## config.mk

```make
export PLATFORM = sky130hd
export DESIGN_NAME = idex_stage
export DESIGN_NICKNAME = d
export VERILOG_FILES = /design/src/rtl/idex_stage.sv
export SDC_FILE = /design/constraint.sdc
export NUM_CORES = 1
export LEC_CHECK = 0
export CAP_MARGIN = 40
export CORE_MARGIN = 4
export CORE_UTILIZATION = 46
export DETAILED_ROUTE_END_ITERATION = 10
export HOLD_SLACK_MARGIN = 0.02
export PLACE_DENSITY = 0.91
export SLEW_MARGIN = 5
export SYNTH_ARGS = -nofsm -noshare
export SYNTH_HDL_FRONTEND = slang
export SYNTH_SLANG_ARGS = --single-unit
```

## constraint.sdc

```tcl
create_clock -name clk -period 8.7 [get_ports clk]
set_clock_uncertainty 0.05 [all_clocks]
set_input_delay 0.87 -clock clk [delete_from_list [all_inputs] [get_ports clk]]
set_output_delay 0.87 -clock clk [all_outputs]
set_load 0.005 [all_outputs]
```

## src/rtl/idex_stage.sv

```systemverilog
// ID/EX pipeline register with load-use hazard detection and one-cycle bubble insertion.
// Optional performance counters are enabled by defining IDEX_PERF_CNT_EN.
module idex_stage #(
    parameter int XLEN   = 32,
    parameter int PERF_W = 32
) (
    input  logic            clk,
    input  logic            rst,
    input  logic            id_valid,
    output logic            id_ready,
    input  logic [XLEN-1:0] id_pc,
    input  logic [31:0]     id_inst,
    input  logic [XLEN-1:0] id_imm,
    input  logic [4:0]      id_rs1,
    input  logic [4:0]      id_rs2,
    input  logic            id_rs1able,
    input  logic            id_rs2able,
    input  logic [4:0]      id_rd,
    input  logic            id_wreg,
    input  logic            id_memread,
    input  logic            flush,
    input  logic            ex_ready,
    output logic            idex_valid,
    output logic [XLEN-1:0] idexPc,
    output logic [31:0]     idexInst,
    output logic [XLEN-1:0] idexImm,
    output logic [4:0]      idexRs1,
    output logic [4:0]      idexRs2,
    output logic            idexRs1able,
    output logic            idexRs2able,
    output logic [4:0]      idexRd,
    output logic            idexWreg,
    output logic            idexMemread,
    output logic            loadused
`ifdef IDEX_PERF_CNT_EN
    ,
    output logic [PERF_W-1:0] perf_stall,
    output logic [PERF_W-1:0] perf_flush
`endif
);

    logic            r_valid;
    logic [XLEN-1:0] r_pc;
    logic [31:0]     r_inst;
    logic [XLEN-1:0] r_imm;
    logic [4:0]      r_rs1;
    logic [4:0]      r_rs2;
    logic            r_rs1able;
    logic            r_rs2able;
    logic [4:0]      r_rd;
    logic            r_wreg;
    logic            r_memread;

    logic w_advance;
    logic w_loadused;
    logic w_bubble;

    assign w_advance  = ~r_valid | ex_ready;
    assign w_loadused = id_valid & r_valid & r_memread & (r_rd != 5'd0) &
                        (((r_rd == id_rs1) & id_rs1able) | ((r_rd == id_rs2) & id_rs2able));
    assign w_bubble   = flush | w_loadused | ~id_valid;

    assign id_ready = flush | (w_advance & ~w_loadused);
    assign loadused = w_loadused;

    // Without advance the register holds; a flush then only drops ID through id_ready.
    always_ff @(posedge clk or posedge rst) begin
        if (rst) begin
            r_valid   <= 1'b0;
            r_pc      <= '0;
            r_inst    <= '0;
            r_imm     <= '0;
            r_rs1     <= '0;
            r_rs2     <= '0;
            r_rs1able <= 1'b0;
            r_rs2able <= 1'b0;
            r_rd      <= '0;
            r_wreg    <= 1'b0;
            r_memread <= 1'b0;
        end else if (w_advance) begin
            if (w_bubble) begin
                r_valid   <= 1'b0;
                r_pc      <= '0;
                r_inst    <= '0;
                r_imm     <= '0;
                r_rs1     <= '0;
                r_rs2     <= '0;
                r_rs1able <= 1'b0;
                r_rs2able <= 1'b0;
                r_rd      <= '0;
                r_wreg    <= 1'b0;
                r_memread <= 1'b0;
            end else begin
                r_valid   <= 1'b1;
                r_pc      <= id_pc;
                r_inst    <= id_inst;
                r_imm     <= id_imm;
                r_rs1     <= id_rs1;
                r_rs2     <= id_rs2;
                r_rs1able <= id_rs1able;
                r_rs2able <= id_rs2able;
                r_rd      <= id_rd;
                r_wreg    <= id_wreg;
                r_memread <= id_memread;
            end
        end
    end

    assign idex_valid  = r_valid;
    assign idexPc      = r_pc;
    assign idexInst    = r_inst;
    assign idexImm     = r_imm;
    assign idexRs1     = r_rs1;
    assign idexRs2     = r_rs2;
    assign idexRs1able = r_rs1able;
    assign idexRs2able = r_rs2able;
    assign idexRd      = r_rd;
    assign idexWreg    = r_wreg;
    assign idexMemread = r_memread;

`ifdef IDEX_PERF_CNT_EN
    logic [PERF_W-1:0] r_perf_stall;
    logic [PERF_W-1:0] r_perf_flush;

    always_ff @(posedge clk or posedge rst) begin
        if (rst) begin
            r_perf_stall <= '0;
            r_perf_flush <= '0;
        end else begin
            if (w_loadused & w_advance & ~flush)
                r_perf_stall <= r_perf_stall + 1'b1;
            if (flush & id_valid)
                r_perf_flush <= r_perf_flush + 1'b1;
        end
    end

    assign perf_stall = r_perf_stall;
    assign perf_flush = r_perf_flush;
`else
    // PERF_W only sizes the counters; keep it referenced when they are compiled out.
    if (PERF_W < 1) begin : g_perf_w_invalid
    end
`endif

endmodule

```

Word-level counts from Yosys, hierarchy flattened
Cells that the tools add are included.

operators by class
  reductions and logical operators = 1
  bitwise operators = 15
  eq/ne operators = 2
  muxes and demuxes = 11

operators with widths
  kind                count
  $mux W32            3
  $mux W5             3
  $eq A5 B5 Y1        2
  $and A1 B1 Y1       7
  $mux W1             5
  $or A1 B1 Y1        5
  $reduce_bool A5 Y1  1
  $not A1 Y1          3

storage, ports and cells
  bits in registers = 116
  input bits = 120

Logic depth before layout (Yosys ltp)
  word-level depth = 7
  depth in mapped cells = 7
  gate-level depth less buffers = 4

Worst setup path after synthesis
No wires, ideal clock.

  path type = input-to-output
  start = input port id_rs1[0]
  end = output port id_ready
  data arrival time = 1.975 ns
  cell stages on the path = 6
  setup slack = 5.805 ns
  cell sequence = xnor2_1 nand4_1 o22ai_2 clkbuf_1 buf_2 a21oi_1

between the ends
  cells in the longest elaborated chain, start to end = 7

RTL lines
  element             RTL line  source
  start: declaration  14        input logic [4:0] id_rs1,
  $eq A5 B5 Y1        60        (((r_rd == id_rs1) & id_rs1able) | ((r_rd == id_rs2) & id_rs2able));
  $and A1 B1 Y1       60
  $or A1 B1 Y1        60
  $and A1 B1 Y1       59        assign w_loadused = id_valid & r_valid & r_memread & (r_rd != 5'd0) &
  $not A1 Y1          63        assign id_ready = flush | (w_advance & ~w_loadused);
  $and A1 B1 Y1       63
  $or A1 B1 Y1        63
  end: declaration    10        output logic id_ready,

No other way between the ends.

Final worst setup path
  start = input port id_rs2[2]
  end = output port loadused

between the ends
  cells in the longest elaborated chain, start to end = 4

RTL lines
  element             RTL line  source
  start: declaration  15        input logic [4:0] id_rs2,
  $eq A5 B5 Y1        60
  $and A1 B1 Y1       60
  $or A1 B1 Y1        60
  $and A1 B1 Y1       59
  end: declaration    34        output logic loadused

No other way between the ends.

==> flow_summary.toml <==
[run_status]
status = "complete, no violations"

[logic_synthesis]
ys_ff_latch = 116
synth-compound-area-share_pct = 30.12
yosys-top-cells-count = "nand2_1, dfrtp_1, a32oi_1"
netlist.top_cell.by_area = "dfrtp_1"
synth_seq_area_share_pct = 53.70
synth_warnings = 0
synth_area_leaders = "dfrtp_1, a32oi_1, o21ai_0, nand2_1, clkbuf_1"
synth_top_family_by_area = "compound AO/OA/AOI/OAI gates"
synth-async-reset-ratio_pct = 100.0
muxShareOfSynthArea_pct = 0
syn-num-nets = 672
synth_fa_ha_area_share_pct = 0
synth-edff-count = 0
yosysMostFrequentCell = "nand2_1"
synth-simple-area-share_pct = 9.236
syn-instance-count = 552
yosysTopAreaCellShare_pct = 53.70
synth_xor_area_share_pct = 1.620
syn_area_um2 = 5405
synth_cell_types = 20
synth.avg_cell_area_um2 = 9.792
ys.flop_type = "dfrtp_1"

[cts]
cts_buffers = 17
cts_tree = "done"
path_clk_slew_ps = 50
cts_resized = 0
post-cts-setup-buffers = 0
cts-hold-fix-buffers = 0
htree_num_levels = 4
clock-root-buffer = "clkbuf_16"
cts_sinks = 116
cts.path.max_buffers = 2
clkLatencyLatePin_ps = 400

[worst_setup_path]
cp-end-kind = "output pin"
slowest_stage = "clkdlybuf4s50_1"
max_stage_delay_ps = 520
cp_max_fo = 3
crit_required_ps = 7780
start_kind = "input port"
crit_top_cell = "clkdlybuf4s50_1"
worst_ep_arrival_time_ps = 2730
cp_cell_sequence = "clkdlybuf4s50_1 > xnor2_1 > nand4_1 > o22ai_4 > nor2b_1 > clkdlybuf4s50_1"
critical_path_class = "in -> out"

[route]
vias = 5560
drt_iter0_drc = 739
via_per_inst = 6.103
drtPass1Iterations = 5
ant_nets = 0
route.detailed.wl_per_inst_um = 20.28
drt_wl_total_um = 18480
drc_errors = 0

[sta]
setup_viol = 0
period_minus_slack_ps = 3654
slew_headroom_pct = 42.79
rsz0062_at_grt = "false"
fmax_ghz = 0.2737
finalMaxSlewViolations = 0
fin_tns_setup_ps = 0
worstMarginPinSlew_ps = 858.2
hold_viol_final = 0
period_share_pct = 42.00
postLayoutSetupSlackWorst_ps = 5046

[floorplan]
die_area_um2 = 13550
die_x_um = 116.4
io_pins = 238
std_cell_rows = 39
core_um2 = 11470
die_y_um = 116.4
initial_core_util_pct = 47.14

[cells_and_area]
final_nets = 876
seq_area_um2 = 2903
n_antenna_cell = 0
drive_above_1_share_pct = 6.120
area_growth_pct = 56.78
multi_input_area_um2 = 2248
nFillCells = 806

[pwr]
ir_worst_vdd_uv = 101.4
leakagePower_nw = 3.251
power_density_nw_per_um2 = 196.8

[global_route]
first_global_vias = 5467
grt_pass1_wl_um = 28400
grt_max_degree = 91
grt_usage_pct = 26.51
grt-ovfl-total = 0
antenna_found_initial = 0

[placed_design]
routabilityCongestion = 0.8150
place_ws_ps = 5071
io_buffer_count = 237
hpwl_um = 12430

[flow_run]
maxCapViolCount = 0

[worst_hold_path]
hp-class = "reg -> reg"
## critical path: cells and delay by family
kind	cells	cell delay, ps
AOI/OAI and AO/OA	1	210
xor gates and xnor gates	1	250
and+or+nand+nor	2	370
buffers and inverters	2	1030
## layout by cell type, fill, tap and decap left out
master           instances
clkinv_4                 1
o21ai_1                 17
nor2b_4                  1
clkinv_2                 4
or4_1                    1
buf_4                    7
nand4_1                  2
dfrtp_1                116
buf_16                   3
a32oi_1                115
nor2_4                   1
o22ai_4                  1
bufinv_16                3
nor2b_1                  1
buf_12                   1
o2111ai_4                1
a21oi_1                  1
xnor2_1                 10
nor2_1                   3
inv_4                    1
clkdlybuf4s50_1        237
clkbuf_1                 1
clkinvlp_4               1
nand2_1                117
nand2b_1                 2
clkbuf_16               17
clkbuf_8                 4
a22oi_2                  1
o21ai_0                 98
## metal layers
layer  share of wire [%]  vias up  GRT usage [%]
met5                   0        -              0
met4                 2.3        0          7.811
met3                 9.8       42          7.927
met2                  50      314          44.89
met1                  38     2700          32.93
li1                    -     2504              -
## kinds of logic after synthesis
kind of cell / count (synthesis)
compound gates: 234
xor+xnor: 10
buf+inv: 64
flops: 116
simple gates: 128
## flip-flops by register name, summed over array words and instances, names as in the netlist
signal,flops
idexRd,5
idexPc,32
idex_valid,1
idexImm,32
idexRs1,5
idexRs1able,1
idexRs2able,1
idexInst,32
idexMemread,1
idexRs2,5
idexWreg,1
## stage by stage
step	power (mW)	instances	instance area [um2]	utilization (%)	hold slack (ps)
finish	1.668	911	8474	73.90	442.9
global route	1.730	911	8474	73.90	464.4
CTS	1.677	911	8474	73.90	439.6
detailed placement	0.9534	880	7864	68.58	427.2
global placement	0.9340	876	7761	67.68	419.0
floorplan	0.7389	552	5405	-	431.0
## final timing paths
| path | from | endpoint | slack [ps] | cells past startpoint |
|---|---|---|---|---|
| min | idexPc[5]$_DFFE_PP0P_ | idexPc[5]$_DFFE_PP0P_ | 440 | 2 |
| min reg2reg | idexPc[5]$_DFFE_PP0P_ | idexPc[5]$_DFFE_PP0P_ | 440 | 2 |
| min in group asynchronous | rst | idexImm[0]$_DFFE_PP0P_ | 850 | 2 |
| max | id_rs2[2] | loadused | 5050 | 6 |
| max reg2reg | idexRd[1]$_DFFE_PP0P_ | idexPc[16]$_DFFE_PP0P_ | 5590 | 6 |
| max in group asynchronous | rst | idexRd[0]$_DFFE_PP0P_ | 6430 | 3 |
## power breakdown
group	total [mW]	internal [mW]	switching (mW)
clock	0.720	0.478	0.242
sequential	0.632	0.593	0.0387
combinational	0.316	0.181	0.135
total	1.67	1.25	0.415
## cell type report
class                           instances  share of cell area [%]
Timing Repair Buffer                  248                   29.82
Multi-Input combinational cell        372                   26.53
Clock buffer                           22                   5.714
Sequential cell                       116                   34.25
Inverter                                1                 0.07382
Tap cell                              143                   2.111
Clock inverter                          9                   1.491
No activity file was read; power rests on OpenSTA's default activity.
